`src/rtl/button_filter_pkg.sv`:
```
// Shared state encoding and cycle-count helpers for the push-button conditioner.
// BF_MS_TO_CYCLES is also meant for divider blocks that need the same ms->cycles rule.
`ifndef BUTTON_FILTER_PKG_SV
`define BUTTON_FILTER_PKG_SV

`define BF_MS_TO_CYCLES(hz, ms) ((64'(hz) / 64'd1000) * 64'(ms))

package button_filter_pkg;

  typedef enum logic [1:0] {
    ST_IDLE       = 2'd0,
    ST_PRESS_WAIT = 2'd1,
    ST_PRESSED    = 2'd2,
    ST_REL_WAIT   = 2'd3
  } bf_state_e;

  function automatic int unsigned clog2(input longint unsigned v);
    int unsigned     r = 0;
    longint unsigned x = 64'd1;
    while (x < v) begin
      x = x << 1;
      r = r + 1;
    end
    return r;
  endfunction

  // A zero-length window would never be satisfied, so clamp to one cycle.
  function automatic longint unsigned ms_to_cycles(input longint unsigned hz,
                                                   input longint unsigned ms);
    longint unsigned c;
    c = `BF_MS_TO_CYCLES(hz, ms);
    return (c == 64'd0) ? 64'd1 : c;
  endfunction

endpackage

`endif

```
`src/rtl/button_filter_if.sv`:
```
// Pad input and conditioned outputs of the button filter.
// master drives the pad (board / bench side), slave is the filter itself.
interface button_filter_if;
  logic pad_btn;
  logic pressed;
  logic press;
  logic release_stb;
  logic long;
  logic held_long;

  modport master (
    output pad_btn,
    input  pressed, press, release_stb, long, held_long
  );

  modport slave (
    input  pad_btn,
    output pressed, press, release_stb, long, held_long
  );
endinterface

```
`src/rtl/button_filter_sync2.sv`:
```
// Two-flop synchroniser for an asynchronous pad, reset to RST_VAL.
// Latency: 2 clock edges. Backpressure: none, samples every cycle.
module button_filter_sync2 #(
  parameter bit RST_VAL = 1'b0
) (
  input  logic clock,
  input  logic reset_n,
  input  logic d,
  output logic q
);

  logic meta_q, meta_d;
  logic sync_q, sync_d;

  always_comb begin
    meta_d = d;
    sync_d = meta_q;
  end

  always_ff @(posedge clock or negedge reset_n) begin
    if (!reset_n) begin
      meta_q <= RST_VAL;
      sync_q <= RST_VAL;
    end else begin
      meta_q <= meta_d;
      sync_q <= sync_d;
    end
  end

  assign q = sync_q;

endmodule

```
`src/rtl/button_filter.sv`:
```
// Debounced level, press/release strobes and long-press detection for a raw button pad.
// Latency: 2+DEB edges pad->press/release, LNG edges press->long. Backpressure: none.
module button_filter
  import button_filter_pkg::*;
#(
  parameter int unsigned CLOCK       = 25_000_000,
  parameter int unsigned DEBOUNCE_MS = 10,
  parameter int unsigned LONG_MS     = 1000,
  parameter bit          ACTIVE_LOW  = 1'b1
) (
  input  logic           clock,
  input  logic           reset_n,
  button_filter_if.slave bus
);

  localparam longint unsigned DEB = ms_to_cycles(64'(CLOCK), 64'(DEBOUNCE_MS));
  localparam longint unsigned LNG = ms_to_cycles(64'(CLOCK), 64'(LONG_MS));
  localparam int unsigned     CW  = clog2((DEB > LNG) ? DEB : LNG) + 1;

  localparam logic [CW-1:0] DEB_M1 = CW'(DEB - 64'd1);
  localparam logic [CW-1:0] LNG_M1 = CW'(LNG - 64'd1);
  localparam logic [CW-1:0] ONE    = CW'(1);

  logic raw;
  logic s;

  assign raw = bus.pad_btn ^ ACTIVE_LOW;

  button_filter_sync2 #(.RST_VAL(1'b0)) u_sync (
    .clock   (clock),
    .reset_n (reset_n),
    .d       (raw),
    .q       (s)
  );

  bf_state_e     state_q, state_d;
  logic [CW-1:0] dcnt_q, dcnt_d;
  logic [CW-1:0] lcnt_q, lcnt_d;
  logic          long_done_q, long_done_d;
  logic          pressed_q, pressed_d;
  logic          press_q, press_d;
  logic          release_q, release_d;
  logic          long_q, long_d;

  always_comb begin
    state_d     = state_q;
    dcnt_d      = dcnt_q;
    lcnt_d      = lcnt_q;
    long_done_d = long_done_q;
    press_d     = 1'b0;
    release_d   = 1'b0;
    long_d      = 1'b0;

    case (state_q)
      ST_IDLE: begin
        if (s) begin
          state_d = ST_PRESS_WAIT;
          dcnt_d  = ONE;
        end
      end
      ST_PRESS_WAIT: begin
        if (!s) begin
          state_d = ST_IDLE;
          dcnt_d  = '0;
        end else if (dcnt_q >= DEB_M1) begin
          state_d = ST_PRESSED;
          press_d = 1'b1;
          lcnt_d  = '0;
        end else begin
          dcnt_d = dcnt_q + ONE;
        end
      end
      ST_PRESSED: begin
        // The long strobe fires even if the pad lets go on the same cycle.
        if (!long_done_q) begin
          if (lcnt_q >= LNG_M1) begin
            long_d      = 1'b1;
            long_done_d = 1'b1;
          end else if (s) begin
            lcnt_d = lcnt_q + ONE;
          end
        end
        if (!s) begin
          state_d = ST_REL_WAIT;
          dcnt_d  = ONE;
        end
      end
      ST_REL_WAIT: begin
        if (s) begin
          state_d = ST_PRESSED;
        end else if (dcnt_q >= DEB_M1) begin
          state_d     = ST_IDLE;
          release_d   = 1'b1;
          long_done_d = 1'b0;
          lcnt_d      = '0;
          dcnt_d      = '0;
        end else begin
          dcnt_d = dcnt_q + ONE;
        end
      end
      default: state_d = ST_IDLE;
    endcase

    pressed_d = (state_d == ST_PRESSED) || (state_d == ST_REL_WAIT);
  end

  always_ff @(posedge clock or negedge reset_n) begin
    if (!reset_n) begin
      state_q     <= ST_IDLE;
      dcnt_q      <= '0;
      lcnt_q      <= '0;
      long_done_q <= 1'b0;
      pressed_q   <= 1'b0;
      press_q     <= 1'b0;
      release_q   <= 1'b0;
      long_q      <= 1'b0;
    end else begin
      state_q     <= state_d;
      dcnt_q      <= dcnt_d;
      lcnt_q      <= lcnt_d;
      long_done_q <= long_done_d;
      pressed_q   <= pressed_d;
      press_q     <= press_d;
      release_q   <= release_d;
      long_q      <= long_d;
    end
  end

  assign bus.pressed     = pressed_q;
  assign bus.press       = press_q;
  assign bus.release_stb = release_q;
  assign bus.long        = long_q;
  assign bus.held_long   = long_done_q;

endmodule
```
`src/flat_wrapper.sv`:
```
// flat-port wrapper written by rule: the top's interface ports become plain ports
module button_filter_flat import button_filter_pkg::*;
#(
  parameter int unsigned CLOCK       = 25_000_000,
  parameter int unsigned DEBOUNCE_MS = 10,
  parameter int unsigned LONG_MS     = 1000,
  parameter bit          ACTIVE_LOW  = 1'b1
)
  (clock, reset_n, bus_pad_btn, bus_pressed, bus_press, bus_release_stb, bus_long, bus_held_long);
  button_filter_if bus_i ();
  input  logic clock;
  input  logic reset_n;
  input wire logic [$bits(bus_i.pad_btn)-1:0] bus_pad_btn;
  output wire logic [$bits(bus_i.pressed)-1:0] bus_pressed;
  output wire logic [$bits(bus_i.press)-1:0] bus_press;
  output wire logic [$bits(bus_i.release_stb)-1:0] bus_release_stb;
  output wire logic [$bits(bus_i.long)-1:0] bus_long;
  output wire logic [$bits(bus_i.held_long)-1:0] bus_held_long;
  assign bus_i.pad_btn = bus_pad_btn;
  assign bus_pressed = bus_i.pressed;
  assign bus_press = bus_i.press;
  assign bus_release_stb = bus_i.release_stb;
  assign bus_long = bus_i.long;
  assign bus_held_long = bus_i.held_long;
  button_filter #(.CLOCK(CLOCK), .DEBOUNCE_MS(DEBOUNCE_MS), .LONG_MS(LONG_MS), .ACTIVE_LOW(ACTIVE_LOW)) u_core (.clock(clock), .reset_n(reset_n), .bus(bus_i));
endmodule
```
`config.mk`:
```
export PLATFORM = sky130hd
export DESIGN_NAME = button_filter_flat
export DESIGN_NICKNAME = d
export VERILOG_FILES = /design/src/rtl/button_filter_pkg.sv /design/src/rtl/button_filter_if.sv /design/src/rtl/button_filter_sync2.sv /design/src/rtl/button_filter.sv /design/src/flat_wrapper.sv
export SDC_FILE = /design/constraint.sdc
export NUM_CORES = 1
export LEC_CHECK = 0
export CAP_MARGIN = 20
export CORE_MARGIN = 3
export CORE_UTILIZATION = 30
export CTS_BUF_LIST = sky130_fd_sc_hd__clkbuf_4
export DETAILED_ROUTE_END_ITERATION = 16
export DONT_BUFFER_PORTS = 1
export GPL_TIMING_DRIVEN = 0
export HOLD_SLACK_MARGIN = 0.08
export MAX_ROUTING_LAYER = met4
export PLACE_DENSITY = 0.54
export SYNTH_ARGS = -nofsm -noshare
export SYNTH_HDL_FRONTEND = slang
export SYNTH_HIERARCHICAL = 1
export SYNTH_SLANG_ARGS = --single-unit
```
`constraint.sdc`:
```
create_clock -name clock -period 2.55 [get_ports clock]
set_input_delay 0.51 -clock clock [delete_from_list [all_inputs] [get_ports clock]]
set_output_delay 0.51 -clock clock [all_outputs]
set_load 0.01 [all_outputs]
```
==> metrics.md <==
| Metric | Value |
|---|---|
| Max Clk Rate | `415 MHz` |
| Post-synthesis compound-gate area fraction | `0.221` |
| Initial Util | `0.314` |
| Die outline height | `113 microns` |
| Placed Cells | `508` |
| Area delta synth->final | `11.3%` |
| FF-to-FF Start | `u_core/dcnt_q[0]` |
| Synth Cell Area | `3460 sq um` |
| Final WS setup | `0.139 ns` |
| Main synth FF type | `dfrtp_1` |
| Mux cell area share after synthesis | `0` |
| Warnings, synthesis | `6` |
| CP Data Required Time | `2.92 ns` |
| IR Drop Worst-Case VDD | `0.000235 V` |
| Startpoint Class | `register` |
| Status | `completed` |
| Avg Cell Area, Syn | `9.40 sq um` |
| Final Hold Viols | `0` |
| Hold Startpoint | `bus_pad_btn` |
| Clock latency on the worst-skew pair | `0.42 ns` |
| Combinational power share | `0.047` |
| Relative slew slack | `0.306` |
| 1st-pass router iterations | `4` |
| Core Region | `11,000 sq um` |
| P per Cell Area | `481 nW/um^2` |
| GR Util met2 | `0.198` |
| Cell Rows | `38` |
| Simple-gate share of the synthesized area | `0.246` |
| R2R Path End | `u_core/dcnt_q[16]` |
| Final Power | `1.85 mW` |
| Multi-input logic area | `1800 sq um` |
| Remaining DRCs | `0` |
| Clock-pin slew on the worst setup and hold paths | `0.13 ns` |
| Postcts setup bufs | `0` |
| Grt peak-use layer | `met1` |
| Synthesized-area fraction occupied by adder cells | `0.00723` |
| Hold/Removal Path Class | `in2reg` |
| Sequential Power Share | `0.532` |
| Synthesized instance count | `368` |
| WL per Instance | `15.7 microns` |
| Fillers | `1,131` |
| Clock sink count | `61` |
| Die Wd | `113 microns` |
| Number of port buffers | `0` |
| LEAKAGE | `1.53 nW` |
| Largest family of logic cells by synthesized area | `simple AND/OR/NAND/NOR gates` |
| Worst EP arrival | `2.78 ns` |
| Fin crit period | `2.41 ns` |
| Final setup viols | `0` |
| Net Count, Synth | `373` |
| Post-Synth XOR/XNOR Area | `0.0405` |
| Final instance area | `3850 sq um` |
| Start point of the critical path | `u_core/dcnt_q[0]` |
| Ranking of synthesized cells by area | `dfrtp_1 (44%), nand2_1 (3.5%), nor2_1 (3.4%), xor2_1 (3.3%), o21ai_0 (3.2%)` |
| CP endpoint kind | `register` |
| CTS tree | `yes` |
| Async SR Flop Fraction | `1.00` |
| Initial antenna violation count | `0` |
| Worst Hold Slack | `0.170 ns` |
| Detail Placement HPWL | `5620 microns` |
| # IOs | `8` |
| Sw Pwr | `0.458 mW` |
| Clock buffer depth | `2` |
| Least-Margin Pin Slew | `1.03 ns` |
| Post-synthesis sequential area ratio | `0.441` |
| Post-synthesis cell type count | `62` |
| Yosys reg bits | `61` |
| # diodes | `0` |
| Layout cell share with drive strength beyond 1 | `0.117` |
| Max_cap viols | `0` |
| CTS Buf Count | `9` |
| Global-route wire length before repair | `14,200 microns` |
| Setup TNS | `0 ns` |
| Die footprint | `12,900 sq um` |
| DRT iter0 DRCs | `166` |
| Tcrit/Tclk final | `0.946` |
| Final wirelength | `8260 microns` |
| Highest net fanout along the worst path | `10` |
| Largest net degree at the start of global routing | `62` |
| Final net count | `386` |
| Internal power | `1.39 mW` |
| Gpl congestion | `0.848` |
| Routed via count | `2,858` |
| Total GRT Usage | `0.139` |
| Met3 usage | `0.0175` |
| Setup crit end | `u_core/dcnt_q[16]` |
| Clock Skews | `0.0304 ns` |
| Placed cell area | `3630 sq um` |
| Sw Share | `0.248` |
| Via/cell ratio | `5.43` |
| WS Path Type | `reg2reg` |
| RSZ-0062 raised after global routing | `false` |
| Root Buffer | `clkbuf_4` |
| Vias in the first global route | `2,701` |
| Share of the synthesized area in the top cell type | `0.441` |
| Register-to-register setup slack | `0.14 ns` |
| Place WS | `0.0329 ns` |
| Clk pwr share | `0.421` |
| Antenna Nets Post-Route | `0` |
| Reg area | `1530 sq um` |
| H-tree levels | `3` |
| Final max-slew violation count | `0` |
| Final cell count without fillers | `526` |
| Grt ovf | `0` |
| Grt met1 use | `0.201` |
| Final core occ | `0.349` |
| EDFF count, synth | `0` |
| Reg2Reg Depth | `9` |
| Leading area contributor after synthesis | `dfrtp_1` |
==> worst min-delay path by stage <==
stage / cells after the start / endpoint
final: 1 / u_core/u_sync/meta_q
after detailed placement: 0 / u_core/lcnt_q[15]
after floorplan: 0 / u_core/bus.held_long
after global routing: 1 / u_core/u_sync/meta_q
after global placement: 0 / u_core/lcnt_q[17]
after CTS: 1 / u_core/u_sync/meta_q
==> registers in the layout (all words and copies together) (netlist names) <==
signal	count
u_core/state_q	2
u_core/bus.release_stb	1
u_core/lcnt_q	26
u_core/bus.press	1
u_core/dcnt_q	26
u_core/bus.long	1
u_core/u_sync/q	1
u_core/bus.held_long	1
u_core/bus.pressed	1
u_core/u_sync/meta_q	1
==> cells in the mapped netlist, types with 5 or more instances <==
cell type  instances
a21oi_1           17
a2bb2oi_1          5
a31oi_1            9
and3_1             6
clkbuf_1          10
dfrtp_1           61
inv_1              8
nand2_1           32
nand3_1           19
nand4_1            9
nor2_1            31
nor2b_1            5
nor3_1            14
nor4_1             6
o2111ai_1          7
o211ai_1           8
o21ai_0           22
o311ai_0           6
or3_1              6
or4_1              8
xor2_1            13
==> placed cells by master, fill, tap and decap left out, types with 3 or more instances in the layout <==
cell and instances:
o2111ai_1 7, and2_1 3, o311ai_0 6, xor2_1 13, inv_1 8, nor4_1 6
nand4_1 9, a2bb2oi_1 5, nor2b_1 5, nand2_1 32, and3_1 6, a21oi_1 17
nor3_1 14, nor2_1 31, a31oi_1 9, xnor2_1 3, buf_2 5, o21a_1 3
nand3_1 18, or3_1 6, o21ai_0 22, dfrtp_1 61, o31ai_1 4, a21boi_0 3
clkbuf_1 8, or4_1 8, and4_1 4, o211ai_1 8, clkbuf_4 9
==> power by group through the flow <==
stage	sequential [mW]	clock [mW]	combinational, mW
global placement	1.00	0	0.0606
global route	0.987	0.857	0.0990
CTS	0.985	0.811	0.0879
floorplan	1.00	0	0.0467
detailed placement	1.00	0	0.0606
finish	0.985	0.780	0.0861
==> per-layer routing <==
metal | wire (microns) | vias to the layer above
li1 | - | 1415
met1 | 4270 | 1392
met2 | 3580 | 38
met3 | 280 | 13
met4 | 135 | 0
met5 | 0 | -
==> timing repair <==
action,in CTS,in global routing
gates resized for setup,0,8
setup endpoints to repair,0,20
endpoints found under the hold margin,61,0
hold buffers,2,0
==> final cells by class <==
| type | count | share of cell area |
|---|---|---|
| Inverter | 8 | 0.00780 |
| Clock inverter | 7 | 0.0234 |
| Tap cell | 140 | 0.0455 |
| Buffer | 20 | 0.0325 |
| Clock buffer | 9 | 0.0175 |
| Timing Repair Buffer | 2 | 0.00975 |
| Sequential cell | 61 | 0.396 |
| Multi-Input combinational cell | 279 | 0.467 |
==> worst max-delay path, cell delays in order (launching register included) <==
cell	delay [ns]
dfrtp_1	0.44
ha_1	0.26
and3_1	0.20
buf_2	0.17
nor4_4	0.27
o211a_1	0.29
buf_6	0.18
o211ai_4	0.10
or3_1	0.34
a21oi_2	0.14
==> cell families after synthesis <==
logic type | count (synthesis)
adders and majority gates | 2
DFF | 61
xor gates and xnor gates | 16
AOI/OAI and AO/OA | 105
and+or+nand+nor | 156
buffers and inverters | 28
(Power assumes the default switching activity.)
